## src/rtl/cache_fill_fsm.sv

```systemverilog
// Cache miss fill controller: on a miss, streams one aligned block from main memory
// into the cache data array, then writes the tag. fsm_busy stalls the pipeline meanwhile.
module cache_fill_fsm #(
    parameter int ADDR_W          = 16,
    parameter int DATA_W          = 16,
    parameter int WORDS_PER_BLOCK = 8,
    parameter int MEM_LATENCY     = 4,
    localparam int IDX_W          = $clog2(WORDS_PER_BLOCK),
    localparam int OFF_W          = IDX_W + 1
) (
    input  logic              clk,
    input  logic              rst,
    input  logic              miss_detected,
    input  logic [ADDR_W-1:0] miss_address,
    input  logic              memory_data_valid,
    input  logic [DATA_W-1:0] memory_data,
    output logic              fsm_busy,
    output logic              memory_enable,
    output logic [ADDR_W-1:0] memory_address,
    output logic              write_data_array,
    output logic [IDX_W-1:0]  fill_word_index,
    output logic [DATA_W-1:0] fill_data,
    output logic              write_tag_array
);

    typedef enum logic {
        IDLE = 1'b0,
        FILL = 1'b1
    } state_t;

    state_t             state_q;
    logic [IDX_W:0]     issue_cnt_q;
    logic [IDX_W-1:0]   recv_cnt_q;
    logic [ADDR_W-1:0]  base_addr_q;
    logic               in_fill;
    logic               last_word;

    // The receive side only counts valids, so the memory latency never enters the logic;
    // a memory returning data while requests are still being issued is handled as is.
    if (MEM_LATENCY < 1) begin : g_latency_note
    end

    // Handshake: memory_enable is a one-cycle read request with no back-pressure; memory
    // answers each request, in order, with one memory_data_valid cycle some cycles later.
    assign in_fill          = (state_q == FILL);
    assign fsm_busy         = in_fill;
    assign memory_enable    = in_fill && (issue_cnt_q < (IDX_W+1)'(WORDS_PER_BLOCK));
    assign memory_address   = in_fill ? {base_addr_q[ADDR_W-1:OFF_W], issue_cnt_q[IDX_W-1:0], 1'b0}
                                      : '0;
    assign write_data_array = in_fill && memory_data_valid;
    assign fill_word_index  = recv_cnt_q;
    assign fill_data        = memory_data;
    assign last_word        = (recv_cnt_q == IDX_W'(WORDS_PER_BLOCK - 1));
    assign write_tag_array  = write_data_array && last_word;

    always_ff @(posedge clk or posedge rst) begin
        if (rst) begin
            state_q     <= IDLE;
            issue_cnt_q <= '0;
            recv_cnt_q  <= '0;
            base_addr_q <= '0;
        end else begin
            case (state_q)
                IDLE: begin
                    if (miss_detected) begin
                        state_q     <= FILL;
                        // Aligned base: offset bits are rebuilt from issue_cnt, so no carry into the tag.
                        base_addr_q <= {miss_address[ADDR_W-1:OFF_W], {OFF_W{1'b0}}};
                        issue_cnt_q <= '0;
                        recv_cnt_q  <= '0;
                    end
                end
                FILL: begin
                    if (memory_enable) begin
                        issue_cnt_q <= issue_cnt_q + 1'b1;
                    end
                    if (memory_data_valid) begin
                        recv_cnt_q <= recv_cnt_q + 1'b1;
                        if (last_word) begin
                            state_q <= IDLE;
                        end
                    end
                end
                default: state_q <= IDLE;
            endcase
        end
    end

endmodule

```

## config.mk

```make
export PLATFORM = sky130hd
export DESIGN_NAME = cache_fill_fsm
export DESIGN_NICKNAME = d
export VERILOG_FILES = /design/src/rtl/cache_fill_fsm.sv
export SDC_FILE = /design/constraint.sdc
export NUM_CORES = 1
export LEC_CHECK = 0
export BUFFER_PORTS_ARGS = -buffer_cell sky130_fd_sc_hd__buf_2
export CORE_ASPECT_RATIO = 1.4
export CORE_UTILIZATION = 42
export CTS_CLUSTER_SIZE = 40
export DETAILED_ROUTE_END_ITERATION = 8
export PLACE_DENSITY_LB_ADDON = 0.2
export REMOVE_ABC_BUFFERS = 1
export SYNTH_ARGS = -nofsm -noshare
export SYNTH_HDL_FRONTEND = slang
export SYNTH_SLANG_ARGS = --single-unit
```

## constraint.sdc

```tcl
create_clock -name clk -period 1.7 [get_ports clk]
set_clock_uncertainty 0.2 [all_clocks]
set_input_delay 0.34 -clock clk [delete_from_list [all_inputs] [get_ports clk]]
set_output_delay 0.34 -clock clk [all_outputs]
set_load 0.03 [all_outputs]
```

### Word-level counts from Yosys, hierarchy flattened

Cells that the tools add are included.

* register bits: 20
* logic and storage cells: 29
* output and inout port bits: 39
* input port bits: 36

* equality and inequality tests: 4
* reductions and logical operators: 6
* muxes and demuxes: 11
* add/sub/neg operators: 2
* magnitude comparators: 1
* bitwise operators: 1

Operators by type and width (count)
* two-way mux 16 bit: 1
* two-way mux 4 bit: 2
* one-hot mux 4 bit (2 select lines): 1
* two-way mux 3 bit: 2
* != test 2 bit (second input constant): 3
* one-hot mux 3 bit (2 select lines): 1
* AND reduction 2 bit: 3
* adder 4 x 1 -> 4 bit (second input constant): 1
* less-than comparator 4 bit (second input constant): 1
* adder 3 x 1 -> 3 bit (second input constant): 1
* == test 3 bit (second input constant): 1
* logical AND 1 bit: 3
* two-way mux 1 bit: 3
* one-hot mux 1 bit (2 select lines): 1
* inverter 1 bit: 1

### Longest topological paths before layout

* word-level depth: 4
* mapped depth: 4

### Worst setup path after synthesis

No wires, ideal clock.

* kind: flip-flop to output port
* from: reg state_q, in the netlist fsm_busy
* to: out memory_enable
* arrival: 1.343 ns
* slack: -0.183 ns
* stages on the path, launching flop included: 4
* path through: dfrtp_1 > buf_4 > inv_1 > nor2_1

* cells in the longest elaborated chain, start to end: 1

Ends and longest elaborated chain
* from (decl): line 31 `state_t state_q;`
* from (signal assigned): line 58 `state_q <= IDLE;`
* from (signal assigned): line 66 `state_q <= FILL;`
* from (signal assigned): line 80 `state_q <= IDLE;`
* logical AND 1 bit: line 47 `assign memory_enable = in_fill && (issue_cnt_q < (IDX_W+1)'(WORDS_PER_BLOCK));`
* to (decl): line 18 `output logic memory_enable,`

No other way between the ends.

### Final worst setup path

* from: reg recv_cnt_q[0], in the netlist fill_word_index[0]
* to: out write_tag_array

* cells in the longest elaborated chain, start to end: 2

Ends and longest elaborated chain
* from (decl): line 33 `logic [IDX_W-1:0] recv_cnt_q;`
* from (signal assigned): line 78 `recv_cnt_q <= recv_cnt_q + 1'b1;`
* == test 3 bit: line 53 `assign last_word = (recv_cnt_q == IDX_W'(WORDS_PER_BLOCK - 1));`
* logical AND 1 bit: line 54 `assign write_tag_array = write_data_array && last_word;`
* to (decl): line 23 `output logic write_tag_array`

No other way between the ends.

==> impl_summary.log <==
[metrics] run status: finished, violations left
[metrics] violated checks: setup timing
[metrics] Synth Register Bits: 20
[metrics] CP Data Arrival Time: around 1.3 ns
[metrics] RSZ-0062 raised after global routing: true
[metrics] min-delay worst type: in2reg
[metrics] biggest area consumer among synthesized cells: dfrtp_1
[metrics] startpoint of the most critical register-to-register path: fsm_busy
[metrics] PnR Total Power: 3.35 mW
[metrics] pin count of the biggest net entering global routing: 21
[metrics] Routed Antenna Nets: 0
[metrics] Worst Path Max Fanout: 2
[metrics] Synth area leaders: dfrtp_1 43%, mux2_4 13%, buf_4 12%
[metrics] per-cell routed wire length: between 15 and 20 µm
[metrics] final clock period utilization by the worst path: 109%
[metrics] worst setup path startpoint: fill_word_index[0]
[metrics] global-route congestion overflow total: 0
[metrics] DRC violation count after routing: 0
[metrics] hold path endpoint: base_addr_q[4]
[metrics] highest cell delay on the worst timing path: ~0.39 ns
[metrics] ordered cell list for the critical path: ha_2 -> ha_2 -> and3_4 -> buf_6
[metrics] vias in the first global route: about 900
[metrics] Vert. Die Dim: approximately 64 µm
[metrics] total die area: ~3000 µm²
[metrics] max-cap violation count: 0
[metrics] standard cell core area: about 2600 µm²
[metrics] hold path start: miss_address[4]
[metrics] syn_area_per_cell: roughly 12 µm²
[metrics] number of fill cells in the layout: between 200 and 250
[metrics] initial antenna violation count: 0
[metrics] R2R Setup Slk: 0.04 ns
[metrics] # diodes: 0
[metrics] most prevalent standard cell on the critical path: ha_2
[metrics] number of hold-slack violations in the final timing report: 0
[metrics] netlist area before placement: roughly 1200 µm²
[metrics] Achievable Freq: 0.540 GHz
[metrics] FF+latch area: around 500 µm²
[metrics] largest voltage drop on the vdd net: 1080 µV
[metrics] worst path required time: 1.16 ns
[metrics] number of port buffers: 37
[metrics] layout overhead on the synthesized area: 38.7%
[metrics] most frequent standard cell in the layout excluding fill and tap cells: buf_6
[metrics] Largest delay share family, worst path: flip-flops
[metrics] fraction of layout instances using a drive strength above 1: 65.9%
[metrics] number of nets in the layout: about 180
[metrics] Multi-input gate area: 553 µm²
[metrics] clock slew at the register clock pins of the worst setup and hold paths: 0.10 ns
[metrics] Seq/Total Area, Yosys: approximately 43%
[metrics] I/O pin count: between 70 and 80
[metrics] Max Root-Sink Buffers: 2
[metrics] pins over their slew limit: 0
[metrics] critical-path cell with the highest stage delay: dfrtp_1
[metrics] Worst R2R End: base_addr_q[13]
[metrics] number of different library cells in the post-synthesis netlist: 25
[metrics] Placement Rows: 22
[metrics] total iterations of the first detailed-routing run: 4
[metrics] Iter 0 DRT Violations: 10
[metrics] total global-route track usage: about a fifth
[metrics] routed wire length: between 2000 and 3000 µm
[metrics] startpoint types: flip-flop
[metrics] post-placement worst setup slack: about 0.067 ns
[metrics] length in cells of the worst reg-to-reg path: 5
[metrics] pwr dens: roughly 2100 nW/µm²
[metrics] post-detailed-placement half-perimeter wirelength: 1660 µm
[metrics] clock sink total: 20
[metrics] number of instances in the synthesized netlist: 100
[metrics] Finish-stage setup viols: 17
[metrics] static leakage: 0.808 nW
[metrics] via count: between 800 and 900
[metrics] initial standard-cell utilization of the core: ~44%
[metrics] H-tree Lvls: 1
[metrics] CTS root buf: clkbuf_4
[metrics] worst path bufs/invs: 1
[metrics] number of clock buffers inserted by TritonCTS: 3
[metrics] wire length of the first global-routing pass: about 4000 µm
[metrics] synth warn: 0
[metrics] CTS tree: built
[metrics] gp weighted congestion: 0.725
[metrics] crit path capture type: output port
[metrics] Clock Latency Late Sink: ~0.29 ns
[metrics] shortest clock period the worst path allows after layout: 1.85 ns
[metrics] worst setup path class: reg2out
[metrics] top cell type's share of synthesized area: 42.8%
[metrics] most used cells in the layout excluding fill and tap cells: 22 x buf_6, 19 x dfrtp_1, 18 x buf_2
[metrics] worst setup margin: -0.152 ns
[metrics] Vias per Instance: ~4.9
[metrics] worst hold path depth: 2
[metrics] overall die width: between 40 and 50 µm
-- cells by family (layout without fill, tap and decap cells) --
| family | after synthesis | in the layout | synth area share, % |
|---|---|---|---|
| adder cells (fa/ha/maj) | 3 | 3 | 3.21 |
| multiplexers | 15 | 15 | 17.3 |
| XOR/XNOR | 2 | 2 | 1.50 |
| buffers and inverters | 23 | 61 | 14.6 |
| other | 1 | 1 | 0.321 |
| AO/OA/AOI/OAI | 8 | 8 | 4.82 |
| flip-flops | 20 | 20 | 42.8 |
| AND/OR/NAND/NOR | 28 | 28 | 15.4 |
-- per-stage QoR --
step	hold WS, ns	area (µm²)	setup TNS (ns)	cells	util, %
after floorplan	0.104	1010	-1.36	79	-
after global placement	0.181	1310	0	160	49.5
after detailed placement	0.175	1310	0	160	49.5
after CTS	0.0566	1570	-0.492	172	59.4
after global routing	0.0539	1620	-1.11	174	61.3
final	0.0654	1620	-0.331	174	61.3
-- where the power goes --
part	leakage, nW	total, mW	internal (mW)	switching, mW
Sequential	0.239	0.896	0.709	0.186
Clock	0.0138	0.216	0.0825	0.133
Combinational	0.555	2.24	1.24	1.00
-- worst reg2reg max path: stages (launching register included) --
cell,delay (ns)
dfrtp_2,0.46
buf_6,0.15
buf_6,0.11
nor2b_4,0.15
clkbuf_16,0.18
mux2_4,0.29
-- state kept, by name, indices dropped and copies added, names as in the netlist --
register / cells
fill_word_index: 3
base_addr_q: 12
fsm_busy: 1
issue_cnt_q: 4
-- per-layer routing --
metal / up-vias / track usage [%] / wire [µm]
li1: 391 / - / -
met1: 419 / 23.2 / 1130
met2: 42 / 27.8 / 1250
met3: 6 / 8.08 / 189
met4: 0 / 7.72 / 37
met5: - / 6.67 / 0
-- synthesized netlist by cell type --
cell	count
buf_12	1
dfrtp_1	20
nor3b_1	1
clkbuf_1	2
o22ai_1	3
nor2_1	3
a21oi_1	1
a31oi_1	1
a211o_1	1
o2bb2ai_1	1
ha_1	3
xor2_1	1
nand2b_1	5
nor2b_4	1
mux2_4	10
conb_1	1
and3_1	1
mux2i_1	3
xnor2_1	1
mux2_2	2
buf_4	18
inv_1	2
nor4bb_1	1
a22o_1	1
and2_1	16
-- worst max path at each step --
stage | slack (ns) | cells after the start | endpoint
finish | -0.15 | 4 | write_tag_array
global route | -0.20 | 4 | write_tag_array
CTS | -0.18 | 4 | write_tag_array
detailed placement | 0.07 | 4 | write_tag_array
global placement | 0.09 | 4 | write_tag_array
floorplan | -0.31 | 2 | memory_enable
-- what timing repair did --
action,CTS,global route
resized for setup,59,6
hold endpoints to repair,20,0
setup endpoints to repair,17,21
cloned,1,1
pin swaps,11,2
setup buffers,7,1
hold buffers,1,0
-- area by class of cell --
type / instances / area share [%]
multi-input cells: 57 / 34.1
clock buffers: 3 / 1.39
well taps: 36 / 2.78
inverters: 2 / 0.463
repair buffers: 56 / 30.3
flip-flops and latches: 20 / 31.0
(Power assumes the default switching activity.)
